===== config.mk =====
export PLATFORM = sky130hd
export DESIGN_NAME = bht_predict_ctrl
export DESIGN_NICKNAME = d
export VERILOG_FILES = /design/src/rtl/bht_predict_ctrl.sv
export SDC_FILE = /design/constraint.sdc
export NUM_CORES = 1
export LEC_CHECK = 0
export BUFFER_PORTS_ARGS = -buffer_cell sky130_fd_sc_hd__buf_2
export CAP_MARGIN = 5
export CORE_UTILIZATION = 44
export DETAILED_ROUTE_END_ITERATION = 16
export GPL_ROUTABILITY_DRIVEN = 0
export PLACE_DENSITY_LB_ADDON = 0.2
export SLEW_MARGIN = 25
export SYNTH_ARGS = -nofsm -noshare
export SYNTH_HDL_FRONTEND = slang
export SYNTH_SLANG_ARGS = --single-unit

===== constraint.sdc =====
create_clock -name clk -period 6.8 [get_ports clk]
set_input_delay 1.36 -clock clk [delete_from_list [all_inputs] [get_ports clk]]
set_output_delay 1.36 -clock clk [all_outputs]
set_load 0.02 [all_outputs]

===== src/rtl/bht_predict_ctrl.sv =====
// Branch history table sequencer: predicts at fetch, tracks in-flight branches,
// updates 2-bit counters on resolution and drives mispredict flush/redirect.
module bht_predict_ctrl #(
  parameter int unsigned LOWER     = 5,
  parameter int unsigned PC_W      = 32,
  parameter int unsigned QDEPTH    = 4,
  parameter int unsigned FLUSH_CYC = 2
) (
  input  logic             clk,
  input  logic             arst_n,
  input  logic             fetch_valid,
  input  logic [PC_W-1:0]  fetch_pc,
  input  logic [PC_W-1:0]  fetch_target,
  output logic             fetch_ready,
  output logic             pred_taken,
  output logic [LOWER-1:0] bht_rd_addr,
  input  logic [1:0]       bht_rd_data,
  output logic             bht_wr_en,
  output logic [LOWER-1:0] bht_wr_addr,
  output logic [1:0]       bht_wr_data,
  input  logic             res_valid,
  input  logic             res_taken,
  input  logic [PC_W-1:0]  res_pc_next,
  output logic             flush,
  output logic             redirect_valid,
  output logic [PC_W-1:0]  redirect_pc,
  output logic [15:0]      mispredict_cnt
);

  localparam int unsigned PW  = $clog2(QDEPTH);
  localparam int unsigned CW  = PW + 1;
  localparam int unsigned FCW = (FLUSH_CYC > 1) ? $clog2(FLUSH_CYC) : 1;

  typedef enum logic {ST_RUN, ST_FLUSH} state_e;

  typedef struct packed {
    logic [LOWER-1:0] idx;
    logic [1:0]       ctr;
    logic             pred;
    logic [PC_W-1:0]  target;
  } entry_t;

  state_e          state_q, state_d;
  logic [FCW-1:0]  fcnt_q, fcnt_d;
  entry_t          fifo_q [QDEPTH];
  entry_t          fifo_d [QDEPTH];
  logic [PW-1:0]   wr_ptr_q, wr_ptr_d;
  logic [PW-1:0]   rd_ptr_q, rd_ptr_d;
  logic [CW-1:0]   cnt_q, cnt_d;
  logic            redirect_valid_q, redirect_valid_d;
  logic [PC_W-1:0] redirect_pc_q, redirect_pc_d;
  logic [15:0]     mcnt_q, mcnt_d;

  entry_t     head;
  logic       empty, full, pop, push, mispredict_now, fwd;
  logic [1:0] eff_ctr;
  logic       unused_pc_bits;

  assign unused_pc_bits = ^{fetch_pc[PC_W-1:LOWER+2], fetch_pc[1:0]};

  assign head  = fifo_q[rd_ptr_q];
  assign empty = (cnt_q == '0);
  assign full  = (cnt_q == CW'(QDEPTH));

  // Resolution is only honoured in RUN with something in flight
  assign pop            = res_valid && !empty && (state_q == ST_RUN);
  assign mispredict_now = pop && (head.pred != res_taken);

  assign bht_wr_en   = pop;
  assign bht_wr_addr = head.idx;
  always_comb begin
    bht_wr_data = head.ctr;
    if (res_taken) begin
      if (head.ctr != 2'b11) bht_wr_data = head.ctr + 2'd1;
    end else begin
      if (head.ctr != 2'b00) bht_wr_data = head.ctr - 2'd1;
    end
  end

  assign bht_rd_addr = fetch_pc[LOWER+1:2];
  assign fwd         = bht_wr_en && (bht_wr_addr == bht_rd_addr);
  assign eff_ctr     = fwd ? bht_wr_data : bht_rd_data;
  assign pred_taken  = eff_ctr[1];

  // A pop frees a slot in the same cycle, so a full FIFO still accepts then
  assign fetch_ready = (state_q == ST_RUN) && (!full || pop) && !mispredict_now;
  assign push        = fetch_valid && fetch_ready;

  always_comb begin
    state_d          = state_q;
    fcnt_d           = fcnt_q;
    fifo_d           = fifo_q;
    wr_ptr_d         = wr_ptr_q;
    rd_ptr_d         = rd_ptr_q;
    cnt_d            = cnt_q;
    redirect_valid_d = 1'b0;
    redirect_pc_d    = redirect_pc_q;
    mcnt_d           = mcnt_q;

    if (push) begin
      fifo_d[wr_ptr_q] = '{idx: bht_rd_addr, ctr: eff_ctr, pred: pred_taken, target: fetch_target};
      wr_ptr_d         = wr_ptr_q + PW'(1);
    end
    if (pop) rd_ptr_d = rd_ptr_q + PW'(1);
    case ({push, pop})
      2'b10:   cnt_d = cnt_q + CW'(1);
      2'b01:   cnt_d = cnt_q - CW'(1);
      default: cnt_d = cnt_q;
    endcase

    case (state_q)
      ST_RUN: begin
        if (mispredict_now) begin
          state_d          = ST_FLUSH;
          fcnt_d           = FCW'(FLUSH_CYC - 1);
          wr_ptr_d         = '0;
          rd_ptr_d         = '0;
          cnt_d            = '0;
          redirect_valid_d = 1'b1;
          redirect_pc_d    = res_taken ? head.target : res_pc_next;
          if (mcnt_q != '1) mcnt_d = mcnt_q + 16'd1;
        end
      end
      ST_FLUSH: begin
        if (fcnt_q == '0) state_d = ST_RUN;
        else              fcnt_d  = fcnt_q - FCW'(1);
      end
      default: state_d = ST_RUN;
    endcase
  end

  always_ff @(posedge clk or negedge arst_n) begin
    if (!arst_n) begin
      state_q          <= ST_RUN;
      fcnt_q           <= '0;
      wr_ptr_q         <= '0;
      rd_ptr_q         <= '0;
      cnt_q            <= '0;
      redirect_valid_q <= 1'b0;
      redirect_pc_q    <= '0;
      mcnt_q           <= '0;
      for (int unsigned i = 0; i < QDEPTH; i++) fifo_q[i] <= '0;
    end else begin
      state_q          <= state_d;
      fcnt_q           <= fcnt_d;
      wr_ptr_q         <= wr_ptr_d;
      rd_ptr_q         <= rd_ptr_d;
      cnt_q            <= cnt_d;
      redirect_valid_q <= redirect_valid_d;
      redirect_pc_q    <= redirect_pc_d;
      mcnt_q           <= mcnt_d;
      fifo_q           <= fifo_d;
    end
  end

  assign flush          = (state_q == ST_FLUSH);
  assign redirect_valid = redirect_valid_q;
  assign redirect_pc    = redirect_pc_q;
  assign mispredict_cnt = mcnt_q;

endmodule


# Word-level counts from Yosys, hierarchy flattened
# Cells that the tools add are included.
word_totals:
  register_bits: 218
  output_inout_bits: 65
op_classes:
  n_addsub: 8
  n_reduce_logical: 16
  n_lt_le_gt_ge: 3
  bitwise: 3
  n_eq_ne: 8
  mux: 27
ops:
  columns: ["operator", "count"]
  rows:
  - ["bitwise mux 160 bit", 1]
  - ["two-way mux 40 bit", 3]
  - ["binary-select mux 40 bit (select 2 bit)", 1]
  - ["demux 40 bit (select 2 bit)", 1]
  - ["two-way mux 32 bit", 1]
  - ["two-way mux 2 bit", 10]
  - ["adder 16 x 1 -> 16 bit (second input constant)", 1]
  - ["!= test 16 bit (second input constant)", 1]
  - ["logical AND 1 bit", 8]
  - ["adder 2 x 1 -> 2 bit (second input constant)", 3]
  - [">= comparator 3 bit (second input constant)", 2]
  - ["two-way mux 3 bit", 2]
  - ["inverter 2 -> 3 bit", 2]
  - ["one-hot mux 3 bit (2 select lines)", 1]
  - ["== test 5 bit", 1]
  - ["two-way mux 1 bit", 5]
  - ["!= test 2 bit (second input constant)", 2]
  - ["one-hot mux 1 bit (2 select lines)", 2]
  - ["adder 3 x 1 -> 3 bit (second input constant)", 1]
  - ["== test 3 bit (second input constant)", 1]
  - ["zero test 1 bit", 3]
  - ["zero test 3 bit", 1]
  - ["less-than comparator 3 x 1 -> 1 bit (second input constant)", 1]
  - ["AND reduction 3 bit", 1]
  - ["10 further kinds", 10]

# Longest topological paths before layout
logic_depth:
  depth_word: 13
  depth_mapped: 13
  mapped_depth_nobuf: 12

# Least setup slack after synthesis
# No wires, ideal clock.
synth_timing:
  path_kind: "input to output"
  startpoint: "in res_valid"
  endpoint: "out fetch_ready"
  setup_slack_ps: 2321
  n_path_buf: 2
  cell_stages: 5
  arrival_ps: 3119
  required_ps: 5440
  cell_sequence: "nor3b_1 and2_4 buf_2 buf_1 nor3_1"
synth_between:
  elab_chain_cells: 5
  word_cells_on_any_way: 7
  classes_between: "7 x reduce/logical"
synth_rtl:
  columns: ["item", "line_no", "rtl"]
  rows:
  - ["from (decl)", "21", "input logic res_valid,"]
  - ["logical AND 1 bit * (2 in a row)", "66", "assign pop = res_valid && !empty && (state_q == ST_RUN);"]
  - ["logical OR 1 bit or logical AND 1 bit (tied branches)", "86, 67", null]
  - ["logical AND 1 bit or zero test 1 bit (tied branches)", "86", "assign fetch_ready = (state_q == ST_RUN) && (!full || pop) && !mispredict_now;"]
  - ["logical AND 1 bit *", "86", null]
  - ["to (decl)", "14", "output logic fetch_ready,"]
# Every way passes the cells marked *; elsewhere a longest branch is shown, timed or not.

# Final worst setup path
layout_timing:
  startpoint: "in res_taken"
  endpoint: "out fetch_ready"
layout_between:
  elab_chain_cells: 4
layout_rtl:
  columns: ["item", "line_no", "rtl"]
  rows:
  - ["from (decl)", "22", "input logic res_taken,"]
  - ["!= test 1 bit", "67", "assign mispredict_now = pop && (head.pred != res_taken);"]
  - ["logical AND 1 bit", "67", null]
  - ["zero test 1 bit", "86", null]
  - ["logical AND 1 bit", "86", null]
# Every way passes these cells.

==> results by group <==
Clocking
  • TritonCTS clock tree: built
  • Clock-pin slew on the worst setup and hold paths: 0.05 ns
  • H-Tree Depth: 1
  • CTS Hold Bufs: 0
  • CTS Buf Count: 24
  • Post-CTS resize count: 0
  • Clock Path Buffers: 3
  • Clock root cell: clkbuf_16
  • Post-CTS setup buffer count: 0
  • Clock insertion delay at the later pin of the skew report: 0.51 ns
  • Clock tree sinks: 214

Setup path
  • Crit path cell chain: buf_2, buf_4, xor2_1, and2_4, nor3_1, buf_2
  • Slowest CP cell: and2_4
  • Critical path startpoint category: primary input
  • CP Capture Point: fetch_ready
  • RR Endpoint: fifo_q[34]$_DFFE_PN0P_
  • Crit path top cell by count: buf_2
  • Worst Path Required: 5.44 ns
  • CP Max Fanout: 83
  • Worst path max stage delay: 0.75 ns
  • Reg2reg start: rd_ptr_q[0]$_DFF_PN0_
  • Setup crit end kind: output pin
  • FF-to-FF setup slack: 2.51 ns
  • Crit path kind: in2out
  • Worst Setup SP: res_taken
  • Reg2reg path depth: 7
  • Worst EP arrival: 3.57 ns

STA
  • Relative slew slack: 39.64%
  • Max Slew Vio Count: 0
  • Min Hold Slack: 0.4881 ns
  • Post-route setup TNS: 0 ns
  • Final hold violation count: 0
  • Worst-margin pin slew: 0.9054 ns
  • Final setup viols: 0
  • Setup ws final: 1.872 ns
  • Layout Skew: 0.01290 ns
  • Final period util: 72.47%
  • Highest clock rate: 202.9 MHz
  • Min cycle time layout: 4.928 ns
  • RSZ-0062 raised after global routing: no

Route
  • Post-route antenna net violation count: 0
  • DR pass1 iterations: 4
  • DR iter-0 viols: 204
  • Final wirelength: 21100 µm
  • Post-route DRC: 0
  • Post-DR wirelength/cell: 19.50 µm
  • Vias per cell: 5.347
  • Vias: 5785

Floorplan
  • Rows: 53
  • Io pins: 168
  • Die H: 150.5 µm
  • Die area: 22660 µm²
  • Die X: 150.5 µm
  • Area of the core: 21350 µm²
  • Initial Util: 45.45%

Power
  • Worst vdd ir: 0.2790 mV
  • PD cells: 506.0 nW/µm²
  • Leakage: 5.224 nW

Place
  • Port bufs: 140
  • Placed cells: 1039
  • Dpl ws: 1.786 ns
  • DP HPWL: 13660 µm

Hold path
  • Hold path cells: 1
  • Worst hold-check path type: reg2reg

Run
  • Max-cap violation count: 0

Logic synthesis
  • Mapped Nets: 768
  • Synth Instances: 658
  • Synth unique cells: 33
  • Synth Register Bits: 214
  • Synth area leader: dfrtp_1
  • Synth top area share: 55.18%
  • Register area share after synthesis: 55.18%
  • Yosys warns: 0
  • Synthesized area: 9706 µm²
  • Syn avg cell area: 14.75 µm²
  • Area contributors post-synth: dfrtp_1 (55%), mux2_2 (15%), mux4_2 (9.0%), mux2_4 (4.2%), mux2i_1 (3.4%)

Global routing
  • Total grt overflow: 0
  • First-pass GRT wire length: 34060 µm
  • Global Route Usage Sum: 19.47%
  • Vias in the first global route: 6436
  • Initial antenna violation count: 4
  • Largest net degree at the start of global routing: 107

Final layout
  • Layout cell share with drive strength beyond 1: 48.32%
  • Cell Count, Final, Fillers Out: 1082
  • Commonest non-fill, non-tap cell in the layout: dfrtp_1
  • Most frequent cells in the layout: dfrtp_1 (212), buf_2 (139), mux2_2 (130)
  • Util after Layout: 53.30%
  • Layout area overhead: 17.26%
  • Post-layout nets: 900

Run status
  • Status: complete, no violations
## flip-flops by register name (all words and copies together), names as in the netlist
signal and flops:
fifo_q 156, mispredict_cnt 16, flush 1, redirect_pc 32, rd_ptr_q 2, cnt_q 3
redirect_valid 1, fcnt_q 1, wr_ptr_q 2
## kinds of logic after synthesis
group,synth area share (%)
and+or+nand+nor,4.125
DFF,55.18
xor gates and xnor gates,2.256
adders and majority gates,1.186
muxes,32.06
AOI/OAI and AO/OA,1.998
buffers and inverters,3.197
## cell type report
cell class | count | area (µm²)
flip-flops and latches | 214 | 5360
clock buffers | 35 | 713.2
repair buffers | 149 | 777.0
inverters | 13 | 48.80
multi-input cells | 388 | 4050
diodes | 2 | 5.005
fillers | 1812 | 9972
clock inverters | 6 | 82.58
well taps | 275 | 344.1
## worst min path at each step
| stage | start | endpoint |
|---|---|---|
| 3_3_place_gp | fcnt_q$_DFFE_PN0P_ | flush$_DFF_PN0_ |
| 2_1_floorplan | fcnt_q$_DFFE_PN0P_ | flush$_DFF_PN0_ |
| 5_1_grt | fifo_q[55]$_DFFE_PN0P_ | fifo_q[55]$_DFFE_PN0P_ |
| 3_5_place_dp | fcnt_q$_DFFE_PN0P_ | flush$_DFF_PN0_ |
| 4_1_cts | fifo_q[117]$_DFFE_PN0P_ | fifo_q[117]$_DFFE_PN0P_ |
| 6_report | fifo_q[117]$_DFFE_PN0P_ | fifo_q[117]$_DFFE_PN0P_ |
## critical path, delay by kind of cell
kind / cells / cell delay, ns
and+or+nand+nor: 2 / 0.87
buffers and inverters: 3 / 1.10
xor gates and xnor gates: 1 / 0.19
## through the flow
step | instance area, µm² | power [W]
finish | 11380 | 0.005758
global route | 11380 | 0.006134
CTS | 11380 | 0.005840
detailed placement | 10580 | 0.004526
global placement | 10580 | 0.004386
floorplan | 9706 | 0.003913
## power breakdown
group	internal (W)	leakage (nW)	switching [W]
Clock	0.000797	0.390	0.000493
Sequential	0.00189	2.55	0.000412
Combinational	0.00118	2.29	0.000979
## synth_stat cells, drive strengths merged
cell type	count
ha	6
xnor2	17
xor2	8
mux2	160
nor3b	2
nor2b	1
mux4	39
and2	1
and3	5
mux2i	33
nor4b	1
dfrtp	214
o21ai	1
maj3	2
o2111a	1
buf	35
nor4	3
a21o	1
nor2	45
nor3	3
inv	13
and4	2
fa	1
nand3	8
nand2	10
clkbuf	8
nand4	4
a21oi	34
## layer usage
metal	up-vias	GRT usage, %	share of wire (%)
met3	28	3.848	4.8
met2	118	33.16	50
met4	4	4.747	1.6
li1	2622	-	-
met5	-	0	0.085
met1	3013	25.47	43
Note: power is estimated with default switching activity, not from simulation.
